File: config.mk
export PLATFORM = sky130hd
export DESIGN_NAME = nmos_sipo_rx_flat
export DESIGN_NICKNAME = d
export VERILOG_FILES = /design/src/rtl/nmos_sipo_rx_if.sv /design/src/rtl/nmos_sipo_rx.sv /design/src/flat_wrapper.sv
export SDC_FILE = /design/constraint.sdc
export NUM_CORES = 1
export LEC_CHECK = 0
export ABC_AREA = 1
export BUFFER_PORTS_ARGS = -buffer_cell sky130_fd_sc_hd__buf_2
export CAP_MARGIN = 40
export CORE_MARGIN = 4
export CORE_UTILIZATION = 34
export CTS_BUF_LIST = sky130_fd_sc_hd__clkbuf_8
export DETAILED_ROUTE_END_ITERATION = 10
export PLACE_DENSITY = 0.64
export SLEW_MARGIN = 15
export SYNTH_ARGS = -nofsm -noshare
export SYNTH_HDL_FRONTEND = slang
export SYNTH_SLANG_ARGS = --single-unit
File: constraint.sdc
create_clock -name main_clk -period 1.85 [get_ports main_clk]
set_input_delay 0.185 -clock main_clk [delete_from_list [all_inputs] [get_ports main_clk]]
set_output_delay 0.185 -clock main_clk [all_outputs]
set_load 0.1 [all_outputs]
File: src/rtl/nmos_sipo_rx_if.sv
// rtl/nmos_sipo_rx_if.sv - phase-enable, serial-in and parallel-out bundle for nmos_sipo_rx
interface nmos_sipo_rx_if #(
  parameter int WIDTH = 8
);
  localparam int CW = $clog2(WIDTH + 1);

  logic             C1;
  logic             C2;
  logic             D;
  logic             SH;
  logic             LD;
  logic [WIDTH-1:0] Q;
  logic [WIDTH-1:0] Q_n;
  logic [WIDTH-1:0] SQ;
  logic [CW-1:0]    CNT;
  logic             RDY;
  logic             OVF;
  logic             ERR;

  modport master (
    output C1, C2, D, SH, LD,
    input  Q, Q_n, SQ, CNT, RDY, OVF, ERR
  );

  modport slave (
    input  C1, C2, D, SH, LD,
    output Q, Q_n, SQ, CNT, RDY, OVF, ERR
  );
endinterface

File: src/rtl/nmos_sipo_rx.sv
// rtl/nmos_sipo_rx.sv - two-phase serial-in parallel-out receive register
module nmos_sipo_rx #(
  parameter int WIDTH     = 8,
  parameter bit MSB_FIRST = 1'b1
) (
  input  logic          main_clk,
  input  logic          rst,
  nmos_sipo_rx_if.slave rx
);
  localparam int            CW   = $clog2(WIDTH + 1);
  localparam logic [CW-1:0] FULL = CW'(WIDTH);

  logic [WIDTH-1:0] s1;
  logic [WIDTH-1:0] s2;
  logic [WIDTH-1:0] q;
  logic [WIDTH-1:0] shift_word;
  logic [CW-1:0]    cnt;
  logic             pend;
  logic             ovf;
  logic             err;

  // Shift always feeds from the committed slave stage, so repeated PHI2
  // shifts without a PHI1 commit overwrite rather than accumulate.
  always_comb begin
    shift_word = '0;
    if (MSB_FIRST) shift_word = {s1[WIDTH-2:0], rx.D};
    else           shift_word = {rx.D, s1[WIDTH-1:1]};
  end

  always_ff @(posedge main_clk or posedge rst) begin
    if (rst) begin
      s1   <= '0;
      s2   <= '0;
      q    <= '0;
      cnt  <= '0;
      pend <= 1'b0;
      ovf  <= 1'b0;
      err  <= 1'b0;
    end else begin
      if (rx.LD) begin
        q   <= s1;
        ovf <= 1'b0;
        cnt <= '0;
      end
      if (rx.C1 && rx.C2) begin
        err <= 1'b1;
      end else if (rx.C2) begin
        if (rx.SH) begin
          s2   <= shift_word;
          pend <= 1'b1;
        end
      end else if (rx.C1) begin
        s1 <= s2;
        if (pend) begin
          pend <= 1'b0;
          // A load on the commit edge restarts the count with this bit.
          if (rx.LD)            cnt <= CW'(1);
          else if (cnt == FULL) ovf <= 1'b1;
          else                  cnt <= cnt + CW'(1);
        end
      end
    end
  end

  assign rx.Q   = q;
  assign rx.Q_n = ~q;
  assign rx.SQ  = s1;
  assign rx.CNT = cnt;
  assign rx.RDY = (cnt == FULL);
  assign rx.OVF = ovf;
  assign rx.ERR = err;
endmodule

File: src/flat_wrapper.sv
// flat-port wrapper written by rule: the top's interface ports become plain ports
module nmos_sipo_rx_flat 
#(
  parameter int WIDTH     = 8,
  parameter bit MSB_FIRST = 1'b1
)
  (main_clk, rst, rx_C1, rx_C2, rx_D, rx_SH, rx_LD, rx_Q, rx_Q_n, rx_SQ, rx_CNT, rx_RDY, rx_OVF, rx_ERR);
  nmos_sipo_rx_if #(.WIDTH(WIDTH)) rx_i ();
  input  logic main_clk;
  input  logic rst;
  input wire logic [$bits(rx_i.C1)-1:0] rx_C1;
  input wire logic [$bits(rx_i.C2)-1:0] rx_C2;
  input wire logic [$bits(rx_i.D)-1:0] rx_D;
  input wire logic [$bits(rx_i.SH)-1:0] rx_SH;
  input wire logic [$bits(rx_i.LD)-1:0] rx_LD;
  output wire logic [$bits(rx_i.Q)-1:0] rx_Q;
  output wire logic [$bits(rx_i.Q_n)-1:0] rx_Q_n;
  output wire logic [$bits(rx_i.SQ)-1:0] rx_SQ;
  output wire logic [$bits(rx_i.CNT)-1:0] rx_CNT;
  output wire logic [$bits(rx_i.RDY)-1:0] rx_RDY;
  output wire logic [$bits(rx_i.OVF)-1:0] rx_OVF;
  output wire logic [$bits(rx_i.ERR)-1:0] rx_ERR;
  assign rx_i.C1 = rx_C1;
  assign rx_i.C2 = rx_C2;
  assign rx_i.D = rx_D;
  assign rx_i.SH = rx_SH;
  assign rx_i.LD = rx_LD;
  assign rx_Q = rx_i.Q;
  assign rx_Q_n = rx_i.Q_n;
  assign rx_SQ = rx_i.SQ;
  assign rx_CNT = rx_i.CNT;
  assign rx_RDY = rx_i.RDY;
  assign rx_OVF = rx_i.OVF;
  assign rx_ERR = rx_i.ERR;
  nmos_sipo_rx #(.WIDTH(WIDTH), .MSB_FIRST(MSB_FIRST)) u_core (.main_clk(main_clk), .rst(rst), .rx(rx_i));
endmodule
**After elaboration in Yosys (flattened, before gate mapping)**

Cells that the tools add are included.
Widths: inputs -> output; s select.

- Add/subtract/negate cells: 1
- Equal/unequal tests: 2
- Mux-type cells: 17
- Bitwise gates (word level): 3
- Reductions and logical operators: 5

Operator list:

| operator | number |
|---|---|
| $mux 4 | 7 |
| $mux 1 | 10 |
| $reduce_and 3->1 | 3 |
| $not 8->8 | 1 |
| $add 4x1->4 const B | 1 |
| $eq 4x4->1 const B | 1 |
| $ne 2x1->1 const B | 1 |
| $not 1->1 | 2 |
| $reduce_bool 2->1 | 1 |
| $logic_and 1x1->1 | 1 |

- Register bits after elaboration: 31
- Bits of input ports: 7
- Output and inout port bits: 31
- Word-level logic and storage cells: 35

**Logic depth before layout (Yosys ltp)**

- Word-level depth: 7
- Gate-level depth with buffers: 8
- Gate-level depth less buffers: 8

**Least setup slack after synthesis**

No wires, ideal clock.

- Kind: reg-to-reg
- Start point: reg u_core.cnt[0] (netlist: u_core.rx.CNT[0])
- End point: reg u_core.ovf (netlist: u_core.rx.OVF)
- Library setup time: 132 ps
- Data arrival time: 2,235 ps
- Required time: 1,718 ps
- Slack: -517 ps
- Stages on the path, launching flop included: 7
- Path buffers: 0
- Period minus slack after synthesis: 2,367 ps
- Cell sequence: dfrtp_1 > inv_1 > ha_1 > nand3_1 > inv_1 > a21oi_1 > nor2_1

- Word-level cells in the longest chain between the ends: 7

RTL lines:

| item | line | source |
|---|---|---|
| start, declared | nmos_sipo_rx.sv:17 | `logic [CW-1:0] cnt;` |
| start signal, assigned | nmos_sipo_rx.sv:59 | `else cnt <= cnt + CW'(1);` |
| $eq 4x4->1 | -- |  |
| via rx_RDY | flat_wrapper.sv:20 | `output wire logic [$bits(rx_i.RDY)-1:0] rx_RDY;` |
| $mux 1 | nmos_sipo_rx.sv:58 | `else if (cnt == FULL) ovf <= 1'b1;` |
| $mux 1 | nmos_sipo_rx.sv:57 | `if (rx.LD) cnt <= CW'(1);` |
| $mux 1 | nmos_sipo_rx.sv:54 | `if (pend) begin` |
| $mux 1 | nmos_sipo_rx.sv:52 | `end else if (rx.C1) begin` |
| $mux 1 | nmos_sipo_rx.sv:47 | `end else if (rx.C2) begin` |
| $mux 1 | nmos_sipo_rx.sv:45 | `if (rx.C1 && rx.C2) begin` |
| end signal, assigned | nmos_sipo_rx.sv:37 | `ovf <= 1'b0;` |
| end signal, assigned | nmos_sipo_rx.sv:42 | `ovf <= 1'b0;` |
| end signal, assigned | nmos_sipo_rx.sv:58 |  |
| end, declared | nmos_sipo_rx.sv:19 | `logic ovf;` |

The timed path passes the listed nets, and every way through them passes these cells.
A chain may end at the register's enable or synchronous reset.

**Worst setup path after layout**

- Start point: reg u_core.cnt[0] (netlist: u_core.rx.CNT[0])
- End point: out rx_RDY

- Word-level cells in the longest chain between the ends: 1

RTL lines:

| item | line | source |
|---|---|---|
| $eq 4x4->1 | nmos_sipo_rx.sv:69 | `assign rx.RDY = (cnt == FULL);` |
| end, declared | flat_wrapper.sv:20 |  |

Every way passes these cells.

==> flow_summary.json <==
{
  "gp_congestion": 0.7786,
  "viasPerCell": 4.372,
  "clock_latency_ns": 0.29,
  "synth.most_common_cell": "nand2_1",
  "synth_top_area_cell": "dfrtp_1",
  "place_inst": 230,
  "min_path_type": "primary input to register",
  "grt_pass1_vias": 978,
  "root_buffer": "clkbuf_8",
  "globalRoute.busiestLayer": "met2",
  "dieArea_um2": 5084,
  "synth_area_um2": 1363,
  "synth_cell_types": 20,
  "die_w_um": 71.31,
  "wl_per_cell_um": 11.10,
  "whs_path_depth": 3,
  "rrSetupSlack_ns": 0.52,
  "num-fill-cells": 360,
  "skew_ns": 0.007585,
  "setup_viol": 0,
  "grt_usage_pct": 11.94,
  "ys_top_cells_by_area": "dfrtp_1 (57%), nand2_1 (10%), inv_1 (6.3%)",
  "p_comb_share_pct": 46.0,
  "p_sw_mw": 1.391,
  "power.density_nw_per_um2": 1497,
  "slew_violations": 0,
  "grt_pass1_wl_mm": 4.719,
  "power.leakage_nw": 0.8730,
  "synth_edf_count": 0,
  "clockPowerShare_pct": 20.0,
  "synth_flop_cell": "dfrtp_1",
  "clock.fmax_mhz": 590.9,
  "syn_to_final_growth_pct": 30.39,
  "core_um2": 3771,
  "cts_resized": 0,
  "cts_buffer_depth": 2,
  "io_pins": 38,
  "total_power_mw": 2.660,
  "grt_use_met1_pct": 15.84,
  "postSynth.asyncResetShare_pct": 100.0,
  "seqPwrFrac_pct": 34.0,
  "io_buffer_count": 37,
  "r2r-end": "u_core.rx.CNT[0]$_DFF_PP0_",
  "tritoncts": "done",
  "rows": 22,
  "antenna_found_initial": 0,
  "critPathCaptureType": "output port",
  "hold_buffers": 1,
  "crit_path_start_kind": "register",
  "path_max_fanout": 5,
  "drc": 0,
  "min_period_ns": 1.692,
  "intPower_mw": 1.270,
  "nets": 201,
  "overflow": 0,
  "met3_usage_pct": 4.909,
  "rr_startpoint": "u_core.rx.CNT[0]$_DFF_PP0_",
  "maxSlewHeadroom_pct": 66.99,
  "layout-drive-gt1-share_pct": 45.03,
  "hold_viol_final": 0,
  "antenna_left": 0,
  "synth_top_area_share_pct": 56.93,
  "status": "finished, final reports clean",
  "hp-start": "rx_D",
  "dp_hpwl_mm": 1.988,
  "min_period_over_period_pct": 91.48,
  "ys_ff_latch": 31,
  "post_cts_buffers": 0,
  "wl_mm": 2.654,
  "fp.dieH_um": 71.31,
  "max-cap-violations": 0,
  "drt-initial-drc-count": 79,
  "worstMarginPinSlew_ns": 0.4986,
  "synth_common_cells": "nand2_1 (38), dfrtp_1 (31), inv_1 (23)",
  "ir_worst_vdd_mv": 0.5488,
  "path_class": "register to output port",
  "holdWs_ns": 0.1407,
  "h-tree-depth": 2,
  "synth_seq_area_share_pct": 56.93,
  "tns_ns": 0,
  "fin_cells": 239,
  "via_count": 1045,
  "rr_worst_depth": 7,
  "start_util_pct": 36.13,
  "cts_buffers": 5,
  "cts_sinks": 31,
  "syn_area_per_cell_um2": 9.269,
  "yosysWarnings": 0,
  "worstPathRequired_ns": 1.66,
  "hold_end": "u_core.s2[0]$_DFFE_PP0P_",
  "clk_transition_reported_paths_ns": 0.06,
  "swShare_pct": 52.27,
  "cp_data_arrival_time_ns": 1.51,
  "grt_use_met2_pct": 17.14,
  "rsz0062_at_grt": "no",
  "syn_inst": 147,
  "synth.net_count": 158,
  "antennaDiodeCount": 0,
  "grt_start_max_net_pins": 32,
  "first_pass_iters": 4
}
-- placed cells by master (no fill, tap or decap) --
cell type,Yosys,routed
clkinv_2,0,1
o21ai_0,17,17
clkbuf_8,0,6
dfrtp_1,31,19
o21ai_2,8,8
a21oi_2,0,1
nor2_8,1,1
ha_1,4,4
nor2_1,6,6
dlygate4sd3_1,0,1
nand2_1,38,38
o21ai_1,2,2
clkinvlp_4,0,9
mux2_2,1,1
or2_2,1,1
dfrtp_4,0,2
buf_12,0,1
inv_2,4,4
nand2_2,1,1
buf_2,2,36
a21oi_1,3,2
buf_4,0,2
inv_1,23,15
nand4_1,1,1
nand3_2,1,2
dfrtp_2,0,10
-- power groups by stage --
stage               clock, mW  sequential (mW)  combinational, mW
floorplan                   0             1.49              0.472
detailed placement          0            0.916               1.23
CTS                     0.554            0.904               1.24
global route            0.587            0.921               1.28
global placement            0            0.912               1.23
finish                  0.532            0.903               1.22
-- registers in the layout, indices dropped and copies added (netlist names) --
register / flops
u_core.pend: 1
u_core.rx.CNT: 4
u_core.rx.ERR: 1
u_core.rx.OVF: 1
u_core.rx.Q: 8
u_core.rx.SQ: 8
u_core.s2: 8
-- cells by family after synthesis --
| kind of cell | after synthesis | share of synthesized area (%) |
|---|---|---|
| compound gates | 30 | 13.22 |
| mux | 1 | 0.8264 |
| flops | 31 | 56.93 |
| fa+ha+maj | 4 | 3.673 |
| simple gates | 50 | 16.07 |
| buf+inv | 31 | 9.274 |
-- per-stage QoR --
stage / utilization, % / setup WS [ns] / instance area [um^2]
6_report: 47.11 / 0.1577 / 1777
4_1_cts: 47.11 / 0.1485 / 1777
3_5_place_dp: 44.43 / 0.4670 / 1675
5_1_grt: 47.11 / 0.08252 / 1777
3_3_place_gp: 44.43 / 0.4943 / 1675
2_1_floorplan: - / -0.07621 / 1425
-- worst max-delay path by stage --
stage                                    start                 endpoint  slack [ns]  cells past startpoint
finish              u_core.rx.CNT[0]$_DFF_PP0_                   rx_RDY        0.16                      5
global route        u_core.rx.CNT[0]$_DFF_PP0_                   rx_RDY        0.08                      5
CTS                 u_core.rx.CNT[0]$_DFF_PP0_                   rx_RDY        0.15                      5
detailed placement  u_core.rx.CNT[0]$_DFF_PP0_                   rx_RDY        0.47                      5
global placement    u_core.rx.CNT[0]$_DFF_PP0_                   rx_RDY        0.49                      5
floorplan           u_core.rx.CNT[0]$_DFF_PP0_  u_core.rx.OVF$_DFF_PP0_       -0.08                      6
-- area by class of cell --
type / count / area [um^2] / share of cell area, %
clock inverters: 2 / 8.758 / 0.4930
repair buffers: 40 / 225.2 / 12.68
clock buffers: 6 / 82.58 / 4.648
well taps: 48 / 60.06 / 3.380
inverters: 27 / 135.1 / 7.606
flip-flops and latches: 31 / 795.8 / 44.79
multi-input cells: 85 / 469.2 / 26.41
-- routing by layer --
metal  vias to the layer above  share of wire (%)
met4                         0                1.8
met2                        24                 46
met5                         -                  0
met1                       476                 46
li1                        540                  -
met3                         5                6.3
-- worst max-delay path, cell delays in order, from the launching register on --
cell and delay [ns]:
dfrtp_4 0.49, inv_1 0.11, ha_1 0.17, nand3_2 0.14
clkinvlp_4 0.14, buf_12 0.17
Power figures use the tool's default switching activity.
